### src/rtl/branch_ctrl.sv
// Next-PC and branch-resolution controller: owns the IF-stage PC and resolves
// branch/jump/jr in ID with one delay slot. It stalls ID/IF while branch operands are pending.
module branch_ctrl #(
  parameter logic [31:0] RESET_PC = 32'h0000_3000,
  parameter logic [7:0]  MAX_WAIT = 8'd8
) (
  input  logic        clk,
  input  logic        reset,
  input  logic        id_valid,
  input  logic        id_branch,
  input  logic        id_jump,
  input  logic        id_jr,
  input  logic [31:0] id_pc,
  input  logic [15:0] id_imm16,
  input  logic [25:0] id_index26,
  input  logic [31:0] jr_target,
  input  logic        cmp_result,
  input  logic        opnd_ready,
  input  logic        hz_stall,
  output logic [31:0] pc_if,
  output logic        stall_id,
  output logic        redirect,
  output logic        pc_misalign,
  output logic        wait_timeout,
  output logic [31:0] taken_cnt,
  output logic [31:0] ntaken_cnt
);

  typedef enum logic [0:0] {ST_RUN = 1'b0, ST_WAIT = 1'b1} state_t;

  state_t      state_r, state_next_s;
  logic [31:0] pc_r, pc_next_s;
  logic        redirect_r, redirect_next_s;
  logic [31:0] taken_cnt_r, ntaken_cnt_r;
  logic [7:0]  wait_cnt_r, wait_cnt_next_s;
  logic        wait_timeout_r;
  logic        is_jr_s, is_j_s, is_br_s, ctl_s, needs_opnd_s;
  logic [31:0] pc4_id_s, br_target_s, j_target_s, target_s;
  logic        take_s, resolve_s, stall_s, taken_inc_s, ntaken_inc_s;

  // Type flags are decoded with jr > jump > branch priority in case several are set.
  assign is_jr_s      = id_jr;
  assign is_j_s       = id_jump & ~id_jr;
  assign is_br_s      = id_branch & ~id_jump & ~id_jr;
  assign ctl_s        = id_valid & (id_branch | id_jump | id_jr);
  assign needs_opnd_s = is_br_s | is_jr_s;
  assign pc4_id_s     = id_pc + 32'd4;
  assign br_target_s  = pc4_id_s + {{14{id_imm16[15]}}, id_imm16, 2'b00};
  assign j_target_s   = {pc4_id_s[31:28], id_index26, 2'b00};
  assign take_s       = ctl_s & (is_jr_s | is_j_s | (is_br_s & cmp_result));

  // Non-sequential target select.
  always_comb begin
    target_s = br_target_s;
    if (is_jr_s) begin
      target_s = jr_target;
    end else if (is_j_s) begin
      target_s = j_target_s;
    end else begin
      target_s = br_target_s;
    end
  end

  // FSM next state, resolve decision, next PC, counter increments and wait counter.
  always_comb begin
    state_next_s    = state_r;
    resolve_s       = 1'b0;
    stall_s         = 1'b0;
    pc_next_s       = pc_r;
    redirect_next_s = 1'b0;
    taken_inc_s     = 1'b0;
    ntaken_inc_s    = 1'b0;
    wait_cnt_next_s = 8'd0;
    case (state_r)
      ST_RUN: begin
        if (ctl_s & needs_opnd_s & ~opnd_ready) begin
          stall_s = 1'b1;
          if (~hz_stall) begin
            state_next_s = ST_WAIT;
          end else begin
            state_next_s = ST_RUN;
          end
        end else begin
          resolve_s = ~hz_stall;
        end
      end
      ST_WAIT: begin
        stall_s = 1'b1;
        if (opnd_ready & ~hz_stall) begin
          resolve_s    = 1'b1;
          state_next_s = ST_RUN;
        end else begin
          state_next_s = ST_WAIT;
        end
      end
      default: begin
        state_next_s = ST_RUN;
      end
    endcase

    if (resolve_s) begin
      redirect_next_s = take_s;
      if (take_s) begin
        pc_next_s = target_s;
      end else begin
        pc_next_s = pc_r + 32'd4;
      end
      taken_inc_s  = ctl_s & is_br_s & cmp_result;
      ntaken_inc_s = ctl_s & is_br_s & ~cmp_result;
    end else begin
      pc_next_s = pc_r;
    end

    // The wait counter only runs while the FSM stays in WAIT; it saturates rather than wraps.
    if ((state_r == ST_WAIT) && (state_next_s == ST_WAIT)) begin
      if (wait_cnt_r == 8'hFF) begin
        wait_cnt_next_s = wait_cnt_r;
      end else begin
        wait_cnt_next_s = wait_cnt_r + 8'd1;
      end
    end else begin
      wait_cnt_next_s = 8'd0;
    end
  end

  // State, PC, statistics and timeout registers.
  always_ff @(posedge clk or posedge reset) begin
    if (reset) begin
      state_r        <= ST_RUN;
      pc_r           <= RESET_PC;
      redirect_r     <= 1'b0;
      taken_cnt_r    <= 32'd0;
      ntaken_cnt_r   <= 32'd0;
      wait_cnt_r     <= 8'd0;
      wait_timeout_r <= 1'b0;
    end else begin
      state_r        <= state_next_s;
      pc_r           <= pc_next_s;
      redirect_r     <= redirect_next_s;
      taken_cnt_r    <= taken_cnt_r + {31'd0, taken_inc_s};
      ntaken_cnt_r   <= ntaken_cnt_r + {31'd0, ntaken_inc_s};
      wait_cnt_r     <= wait_cnt_next_s;
      wait_timeout_r <= wait_timeout_r | (wait_cnt_next_s > MAX_WAIT);
    end
  end

  assign pc_if        = pc_r;
  assign redirect     = redirect_r;
  assign taken_cnt    = taken_cnt_r;
  assign ntaken_cnt   = ntaken_cnt_r;
  assign wait_timeout = wait_timeout_r;
  assign pc_misalign  = |pc_r[1:0];
  assign stall_id     = stall_s & ~reset;

endmodule

### config.mk
export PLATFORM = sky130hd
export DESIGN_NAME = branch_ctrl
export DESIGN_NICKNAME = d
export VERILOG_FILES = /design/src/rtl/branch_ctrl.sv
export SDC_FILE = /design/constraint.sdc
export NUM_CORES = 1
export LEC_CHECK = 0
export ABC_AREA = 1
export CAP_MARGIN = 30
export CORE_ASPECT_RATIO = 1.5
export CORE_MARGIN = 2
export CORE_UTILIZATION = 25
export DETAILED_ROUTE_END_ITERATION = 10
export SKIP_CTS_REPAIR_TIMING = 1
export SLEW_MARGIN = 20
export SYNTH_ARGS = -nofsm -noshare
export SYNTH_HDL_FRONTEND = slang
export SYNTH_SLANG_ARGS = --single-unit
### constraint.sdc
create_clock -name clk -period 6.6 [get_ports clk]
set_input_delay 1.65 -clock clk [delete_from_list [all_inputs] [get_ports clk]]
set_output_delay 1.65 -clock clk [all_outputs]
set_load 0.05 [all_outputs]
==> impl_metrics.yaml, run 1 <==
synth:
  synth.cell_area_um2: 9200
  synthFlopType: "dfrtp_1"
  ys_ff_latch: 107
  synth_nets: 1480
  synth_edf_count: 0
  yosysUniqueCellTypes: 48
  synth_cells: 1323
  yosysSeqAreaShare_pct: 29.1
  yosys_warnings: 0
  syn_avg_cell_area_um2: 6.95
  async_reset_ff_share_pct: 100
sta:
  clock.fmax_mhz: 191
  fin_crit_ns: 5.24
  hold_ws_ns: 0.490
  fin_setup_tns_ns: 0
  finalHoldViolCount: 0
  finClkSkew_ns: 0.00548
  tightestPinTransition_ns: 0.995
  setup_violations: 0
  period_share_pct: 79.3
  slew_violations: 0
  rsz0062_at_grt: "false"
  relSlewSlack_pct: 33.6
grt:
  gr-total-overflow: 0
  grt_antenna_before_repair: 0
  grt_pass1_vias: 9483
  grt.total_usage_pct: 16.5
  grt_pass1_wl_um: 49800
  grt_max_degree: 68
power_and_ir_drop:
  power.switching_uw: 974
  switching_share_pct: 41.2
  ir_worst_vdd_v: 0.0000979
  internal_power_uw: 1390
  p_comb_share_pct: 40.9
  p_leak_uw: 0.00573
  clock_power_share_pct: 24.6
  power_frac_seq_pct: 34.6
  p_per_area_nw_per_um2: 193
clocking:
  clk_pin_slew_worst_paths_ns: 0.07
  h-tree-depth: 3
  cts_buffers: 9
  clkLatencyLatePin_ns: 0.34
  clockRootBuffer: "clkbuf_16"
  clkSinkCount: 107
  max-clock-path-buffers: 2
  cts_tree: "yes"
setup_path:
  worstPathArrival_ns: 5.51
  critPathKind: "input pin to flop"
  critPathCaptureType: "flop"
  start_kind: "input pin"
  critical_path.max_fanout: 6
  required_ns: 6.87
detailed_routing:
  drcViolationCount: 0
  top_layer_used: "met4"
  routed-wl-met3_um: 1230
  viasPerCell: 4.70
  num_vias: 9510
  wl_met2_um: 16700
  ant_nets: 0
  drt-initial-drc-count: 561
  drtPass1Iterations: 5
  routed_wl_um: 31900
  met1_length_um: 12800
  drt-wirelength-per-cell_um: 15.8
die:
  start_util_pct: 25.2
  row_count: 86
  die_h_um: 239
  die_x_um: 161
  core_area_um2: 36500
  die_area_um2: 38400
  ioPinCount: 215
hold_path:
  hold_path.class: "flop to flop"
layout:
  mostFrequentLayoutCells: "363 x nand2_1, 214 x clkdlybuf4s50_1, 168 x inv_1, 131 x nor2_1, 105 x dfrtp_1"
  area_growth_pct: 33.2
  diodes: 0
  drive_gt1_share_pct: 5.85
  fill_cells: 3913
  nNetsFinal: 1691
  final_common_cell: "nand2_1"
job:
  maxCapViolations: 0
placed_design:
  gp_congestion: 0.940
  io_buffer_count: 214
  post-dp-hpwl_um: 26600
status:
  outcome: "completed"
[area by class of cell]
cell class / count / area [µm²] / area share (%)
multi-input combinational: 1021 / 5780 / 47.2
sequential: 107 / 2680 / 21.9
timing repair buffer: 221 / 2210 / 18.1
inverter: 174 / 656 / 5.35
tap: 484 / 606 / 4.94
clock buffer: 10 / 229 / 1.87
clock inverter: 5 / 86.3 / 0.705
[cells in the mapped netlist (5+ instances only)]
master | instances | area (µm²)
nor3_1 | 26 | 130
nand2_2 | 6 | 37.5
o21ai_0 | 40 | 200
nor4_1 | 6 | 37.5
a221oi_1 | 5 | 43.8
xnor2_1 | 42 | 368
clkbuf_1 | 13 | 48.8
o211ai_1 | 9 | 67.6
dfrtp_1 | 105 | 2630
nor2_2 | 7 | 43.8
xor2_1 | 69 | 604
nor3_2 | 10 | 100
a21oi_1 | 74 | 370
buf_2 | 8 | 40.0
nand3b_1 | 8 | 60.1
o21bai_1 | 6 | 45.0
inv_2 | 5 | 18.8
nor2_4 | 9 | 101
nand4_1 | 33 | 206
nand2_1 | 363 | 1360
ha_1 | 41 | 513
nand3_1 | 73 | 365
a22o_1 | 12 | 105
nor2_1 | 132 | 495
inv_1 | 169 | 634
nand3_2 | 8 | 80.1
[stage by stage]
step / power [µW] / instance area, µm² / worst slack (ns) / cells / utilization, %
after floorplan: 1410 / 9200 / 2.13 / 1323 / -
after detailed placement: 1790 / 11900 / 1.11 / 2006 / 32.6
final: 2370 / 12200 / 1.36 / 2022 / 33.6
after global placement: 1790 / 11900 / 1.13 / 2006 / 32.6
after global routing: 2500 / 12200 / 1.14 / 2022 / 33.6
after CTS: 2390 / 12200 / 1.35 / 2021 / 33.5
[critical path, stage by stage]
cell and delay [ns]:
clkdlybuf4s50_1 0.51, ha_1 0.24, nand2_1 0.07, nor2_1 0.29, nand4_1 0.23, nor3_1 0.46
xor2_1 0.14, ha_1 0.42, nand2_1 0.11, nor2_1 0.18, inv_1 0.06, nor2_1 0.32
nand4_1 0.29, nand4_1 0.18, nand3_1 0.10, nand2_1 0.09, nand2_1 0.05, a21oi_1 0.13
[path summary, 6_finish.rpt]
kind	from	to	slack [ns]	cells past startpoint
worst max-delay path	id_pc[3]	pc_if[21]$_DFFE_PP0P_	1.36	18
worst min-delay path	ntaken_cnt[31]$_DFF_PP0_	ntaken_cnt[31]$_DFF_PP0_	0.49	1
worst max register to register	state_r$_DFF_PP0_	taken_cnt[26]$_DFF_PP0_	3.65	18
worst min register to register	ntaken_cnt[31]$_DFF_PP0_	ntaken_cnt[31]$_DFF_PP0_	0.49	1
max in group asynchronous	reset	taken_cnt[8]$_DFF_PP0_	4.22	3
min in group asynchronous	reset	wait_timeout$_DFF_PP0_	1.60	2
[registers in the layout (all words and copies together) (netlist names)]
signal,cells
taken_cnt,32
pc_if,32
wait_timeout,1
ntaken_cnt,32
state_r,1
redirect,1
wait_cnt_r,8
[cells by family after synthesis]
logic type | after synthesis | share of synthesized area [%]
buffers and inverters | 195 | 8.07
AO/OA/AOI/OAI | 159 | 10.1
XOR/XNOR | 112 | 10.7
AND/OR/NAND/NOR | 708 | 36.2
flip-flops | 107 | 29.1
adder cells (fa/ha/maj) | 42 | 5.80
[layer usage]
metal / up-vias / global-route usage, %
li1: 4713 / -
met1: 4422 / 18.9
met2: 314 / 31.3
met3: 61 / 1.61
met4: 0 / 6.31
met5: - / 0
[power groups by stage]
stage / registers, µW / logic (µW) / clock network [µW]
floorplan: 1020 / 390 / 0
CTS: 817 / 967 / 602
global placement: 828 / 960 / 0
finish: 817 / 967 / 581
global route: 830 / 1050 / 625
detailed placement: 830 / 964 / 0
(Power assumes the default switching activity.)
==> run 2: changes to the inputs <==
==> constraint.sdc (replaced) <==
create_clock -name clk -period 4.5 [get_ports clk]
set_input_delay 1.125 -clock clk [delete_from_list [all_inputs] [get_ports clk]]
set_output_delay 1.125 -clock clk [all_outputs]
set_load 0.05 [all_outputs]
==> run 2 against run 1 <==
First-iteration DRC count down 12%. Global-route usage up 0.46 points. Register-to-register slack worse by 2.0 ns. Via count up 1.2%. Final area up 3.4%. Power up 47%. Cell count up 2.7%. Clock skew up 0.0027 ns. Clock power up 41%.
==> impl_metrics.yaml, run 2 (synthesis results as in run 1) <==
power_and_ir_drop:
  clock_power_share_pct: 23.6
  fin_total_pwr_uw: 3480
  power.switching_uw: 1470
  internal_power_uw: 2010
  switching_share_pct: 42.3
  p_per_area_nw_per_um2: 275
  p_comb_share_pct: 41.9
  ir_worst_vdd_v: 0.000179
  p_leak_uw: 0.00599
  power_frac_seq_pct: 34.4
detailed_routing:
  viasPerCell: 4.63
  drcViolationCount: 0
  drt-wirelength-per-cell_um: 15.6
  drt-initial-drc-count: 496
  routed_wl_um: 32400
  drtPass1Iterations: 5
  ant_nets: 0
  num_vias: 9621
sta:
  period_share_pct: 93.6
  rsz0062_at_grt: "false"
  tightestPinTransition_ns: 0.751
  slew_violations: 0
  fin_crit_ns: 4.21
  finClkSkew_ns: 0.00817
  setup_violations: 0
  clock.fmax_mhz: 238
  finalHoldViolCount: 0
  relSlewSlack_pct: 49.9
  hold_ws_ns: 0.472
clocking:
  clk_pin_slew_worst_paths_ns: 0.08
  max-clock-path-buffers: 2
  clkSinkCount: 107
  h-tree-depth: 3
  clockRootBuffer: "clkbuf_16"
  clkLatencyLatePin_ns: 0.36
  cts_tree: "yes"
  cts_buffers: 9
grt:
  grt_pass1_vias: 9756
  gr-total-overflow: 0
  grt_antenna_before_repair: 0
  grt_pass1_wl_um: 50800
  grt.total_usage_pct: 16.9
  grt_max_degree: 56
job:
  maxCapViolations: 0
layout:
  drive_gt1_share_pct: 9.36
  mostFrequentLayoutCells: "363 x nand2_1, 213 x clkdlybuf4s50_1, 168 x inv_1, 129 x nor2_1, 105 x dfrtp_1"
  area_growth_pct: 37.7
  fill_cells: 3883
  final_common_cell: "nand2_1"
  final_core_util_pct: 34.7
  nNetsFinal: 1744
die:
  ioPinCount: 215
  row_count: 86
  start_util_pct: 25.2
  die_h_um: 239
  core_area_um2: 36500
  die_x_um: 161
  die_area_um2: 38400
placed_design:
  gp_congestion: 0.962
  io_buffer_count: 214
  post-dp-hpwl_um: 27700
setup_path:
  critPathKind: "input pin to flop"
  required_ns: 4.79
  worstPathArrival_ns: 4.50
  start_kind: "input pin"
  critPathCaptureType: "flop"
  critical_path.max_fanout: 4
hold_path:
  hold_path.class: "flop to flop"
status:
  outcome: "completed"
run 2: metal layers:
layer  share of wire [%]  track usage [%]  up-vias
met5                   0                0        -
met4                 4.5             8.11        0
met3                 3.7             1.72       72
met2                  52             32.5      275
met1                  39             18.4     4439
li1                    -                -     4835
run 2: final cells by class:
cell class / count / area (µm²) / share of cell area, %
well taps: 484 / 606 / 4.78
repair buffers: 274 / 2620 / 20.7
diodes: 1 / 2.50 / 0.0198
inverters: 174 / 656 / 5.18
clock buffers: 11 / 253 / 2.00
multi-input cells: 1021 / 5790 / 45.8
clock inverters: 5 / 56.3 / 0.445
flip-flops and latches: 107 / 2680 / 21.2
run 2: stage by stage:
stage                     cell area (µm²)  cells  setup WS, ns  setup TNS (ns)
after global routing                12700   2076       0.00699               0
final                               12700   2077         0.290               0
after floorplan                      9200   1323         0.561               0
after CTS                           12600   2076         0.182               0
after global placement              12300   2060        -0.181          -0.268
after detailed placement            12300   2060        -0.198          -0.326
run 2: worst paths after layout:
check	from	endpoint	slack, ns	cells after the start
setup reg to reg	state_r$_DFF_PP0_	ntaken_cnt[30]$_DFF_PP0_	1.70	16
setup / recovery	id_pc[16]	pc_if[21]$_DFFE_PP0P_	0.29	20
hold / removal	taken_cnt[31]$_DFF_PP0_	taken_cnt[31]$_DFF_PP0_	0.47	1
min in group asynchronous	reset	redirect$_DFF_PP0_	1.29	2
hold reg to reg	taken_cnt[31]$_DFF_PP0_	taken_cnt[31]$_DFF_PP0_	0.47	1
max in group asynchronous	reset	pc_if[12]$_DFFE_PP1P_	2.41	3
run 2: power groups by stage:
stage | clock network, µW | logic, µW | registers [µW]
global route | 880 | 1590 | 1220
finish | 822 | 1460 | 1200
detailed placement | 0 | 1460 | 1220
floorplan | 0 | 571 | 1500
global placement | 0 | 1460 | 1210
CTS | 847 | 1470 | 1200
run 2: critical path, stage by stage:
cell             delay, ns
clkdlybuf4s50_1       0.52
nand2_1               0.12
nor2_1                0.14
nand4_1               0.26
nor3b_1               0.27
nand3_1               0.21
xnor2_1               0.18
ha_1                  0.34
nand2_1               0.08
nand2_1               0.08
inv_1                 0.06
o21ai_0               0.11
a21oi_1               0.30
buf_4                 0.19
nand3_1               0.07
nand2_1               0.05
nand3_1               0.11
nand2_1               0.09
nand2_1               0.05
a21oi_1               0.13
==> run 3: changes to the inputs <==
==> constraint.sdc (replaced) <==
create_clock -name clk -period 4.45 [get_ports clk]
set_input_delay 1.1125 -clock clk [delete_from_list [all_inputs] [get_ports clk]]
set_output_delay 1.1125 -clock clk [all_outputs]
set_load 0.05 [all_outputs]
==> run 3 against run 2 <==
Final area is 0.58% higher. Via count decreased by 0.45%. First-iteration DRC count is 6.5% higher. Clock power fell by 1%. Clock-buffer cell count did not move. Flip-flop and latch count stayed put. Utilization grew 0.20 points. Die area stayed put. Worst setup slack got worse by 0.016 ns. Critical path depth is 2 higher. Global-route usage increased by 0.054 points. Non-clock buffer count is 9 higher. Critical path type unchanged. Critical endpoint is now pc_if[20]$_DFFE_PP0P_. Largest cell class unchanged. Largest power group unchanged.
==> impl_metrics.yaml, run 3 (synthesis results as in run 1) <==
sta:
  finalHoldViolCount: 0
  period_share_pct: 93.8
  slew_violations: 0
  fin_crit_ns: 4.18
  tightestPinTransition_ns: 0.751
  finClkSkew_ns: 0.00745
  relSlewSlack_pct: 49.9
  clock.fmax_mhz: 239
  setup_violations: 0
setup_path:
  critPathKind: "input pin to flop"
  critPathCaptureType: "flop"
  r2r_start: "state_r$_DFF_PP0_"
  start_kind: "input pin"
  rrSetupSlack_ns: 1.61
  required_ns: 4.73
  worstPathArrival_ns: 4.46
  rr_endpoint: "ntaken_cnt[28]$_DFF_PP0_"
  rr_worst_depth: 16
  critical_path.max_fanout: 4
clocking:
  h-tree-depth: 3
  clockRootBuffer: "clkbuf_16"
  clkSinkCount: 107
  clkLatencyLatePin_ns: 0.35
  cts_buffers: 9
  clk_pin_slew_worst_paths_ns: 0.07
  cts_tree: "yes"
  max-clock-path-buffers: 2
detailed_routing:
  num_vias: 9578
  ant_nets: 0
  met1_length_um: 12900
  drcViolationCount: 0
  drt-initial-drc-count: 528
  viasPerCell: 4.59
  drtPass1Iterations: 5
  routed_wl_um: 32800
  drt-wirelength-per-cell_um: 15.8
  wl_met2_um: 17400
  routed-wl-met3_um: 1180
  top_layer_used: "met4"
layout:
  drive_gt1_share_pct: 10.4
  mostFrequentLayoutCells: "362 x nand2_1, 213 x clkdlybuf4s50_1, 168 x inv_1, 126 x nor2_1, 105 x dfrtp_1"
  diodes: 0
  final_common_cell: "nand2_1"
  final_area_um2: 12700
  nNetsFinal: 1753
  final_core_util_pct: 34.9
  stdcell_count: 2085
  area_growth_pct: 38.5
hold_path:
  hp-start: "taken_cnt[31]$_DFF_PP0_"
  hold_path.class: "flop to flop"
  whs_endpoint: "taken_cnt[31]$_DFF_PP0_"
  hold_depth: 1
status:
  outcome: "completed"
die:
  die_h_um: 239
  row_count: 86
  core_area_um2: 36500
  die_x_um: 161
  ioPinCount: 215
  start_util_pct: 25.2
  die_area_um2: 38400
power_and_ir_drop:
  clock_power_share_pct: 23.2
  power.switching_uw: 1490
  p_leak_uw: 0.00603
  ir_worst_vdd_v: 0.000170
  fin_total_pwr_uw: 3520
  power_frac_seq_pct: 34.4
  p_per_area_nw_per_um2: 276
  switching_share_pct: 42.3
  p_comb_share_pct: 42.4
  internal_power_uw: 2030
grt:
  grt_pass1_wl_um: 51000
  grt_pass1_vias: 9809
  grt.total_usage_pct: 17.0
  gr-total-overflow: 0
  grt_antenna_before_repair: 0
  grt_max_degree: 49
placed_design:
  place_inst: 2068
  place_area_um2: 12400
  gp_congestion: 0.910
  io_buffer_count: 214
  post-dp-hpwl_um: 28100
job:
  maxCapViolations: 0
==> run 3: layer usage <==
metal | global-route usage [%] | up-vias
met3 | 1.70 | 58
li1 | - | 4841
met2 | 33.0 | 256
met5 | 0 | -
met1 | 18.5 | 4423
met4 | 7.48 | 0
==> run 3: final cells by class <==
class                           count  area (µm²)
Clock buffer                       11         253
Clock inverter                      5        42.5
Fill cell                        3906       23700
Inverter                          174         656
Multi-Input combinational cell   1021        5830
Sequential cell                   107        2680
Tap cell                          484         606
Timing Repair Buffer              283        2670
==> run 3: worst max path at each step <==
stage	start	end	depth (start not counted)	slack [ns]
3_5_place_dp	id_pc[16]	pc_if[21]$_DFFE_PP0P_	18	-0.29
2_1_floorplan	reset	ntaken_cnt[0]$_DFF_PP0_	1	0.52
6_report	id_pc[2]	pc_if[20]$_DFFE_PP0P_	22	0.27
5_1_grt	id_pc[2]	pc_if[29]$_DFFE_PP0P_	23	-0.02
3_3_place_gp	id_pc[16]	pc_if[21]$_DFFE_PP0P_	18	-0.33
4_1_cts	id_pc[16]	pc_if[21]$_DFFE_PP0P_	18	0.08
==> run 3: through the flow <==
stage | setup TNS, ns | hold WS [ns] | setup WS, ns
4_1_cts | 0 | 0.477 | 0.0786
3_3_place_gp | -0.556 | 0.462 | -0.334
5_1_grt | -0.0581 | 0.505 | -0.0208
3_5_place_dp | -0.619 | 0.466 | -0.288
6_report | 0 | 0.476 | 0.274
2_1_floorplan | 0 | 0.489 | 0.524
==> run 3: power by group through the flow <==
stage / clock, µW / combinational (µW) / sequential [µW]
floorplan: 0 / 578 / 1520
global placement: 0 / 1480 / 1230
detailed placement: 0 / 1490 / 1230
CTS: 842 / 1490 / 1210
global route: 885 / 1610 / 1230
finish: 814 / 1490 / 1210
==> run 3: critical path, stage by stage <==
cell and delay, ns:
clkdlybuf4s50_1 0.51, inv_1 0.10, nor2_4 0.15, inv_2 0.05, nor2_2 0.13, nand3_2 0.15
nor3_4 0.29, nand3_1 0.12, xor2_1 0.14, inv_1 0.08, ha_1 0.30, nand2_1 0.07
nor2_1 0.18, inv_1 0.10, buf_4 0.14, nor2_1 0.29, nand2_1 0.13, nand3_1 0.08
nand3_1 0.07, nand2_1 0.07, nand2_1 0.05, a21oi_1 0.13
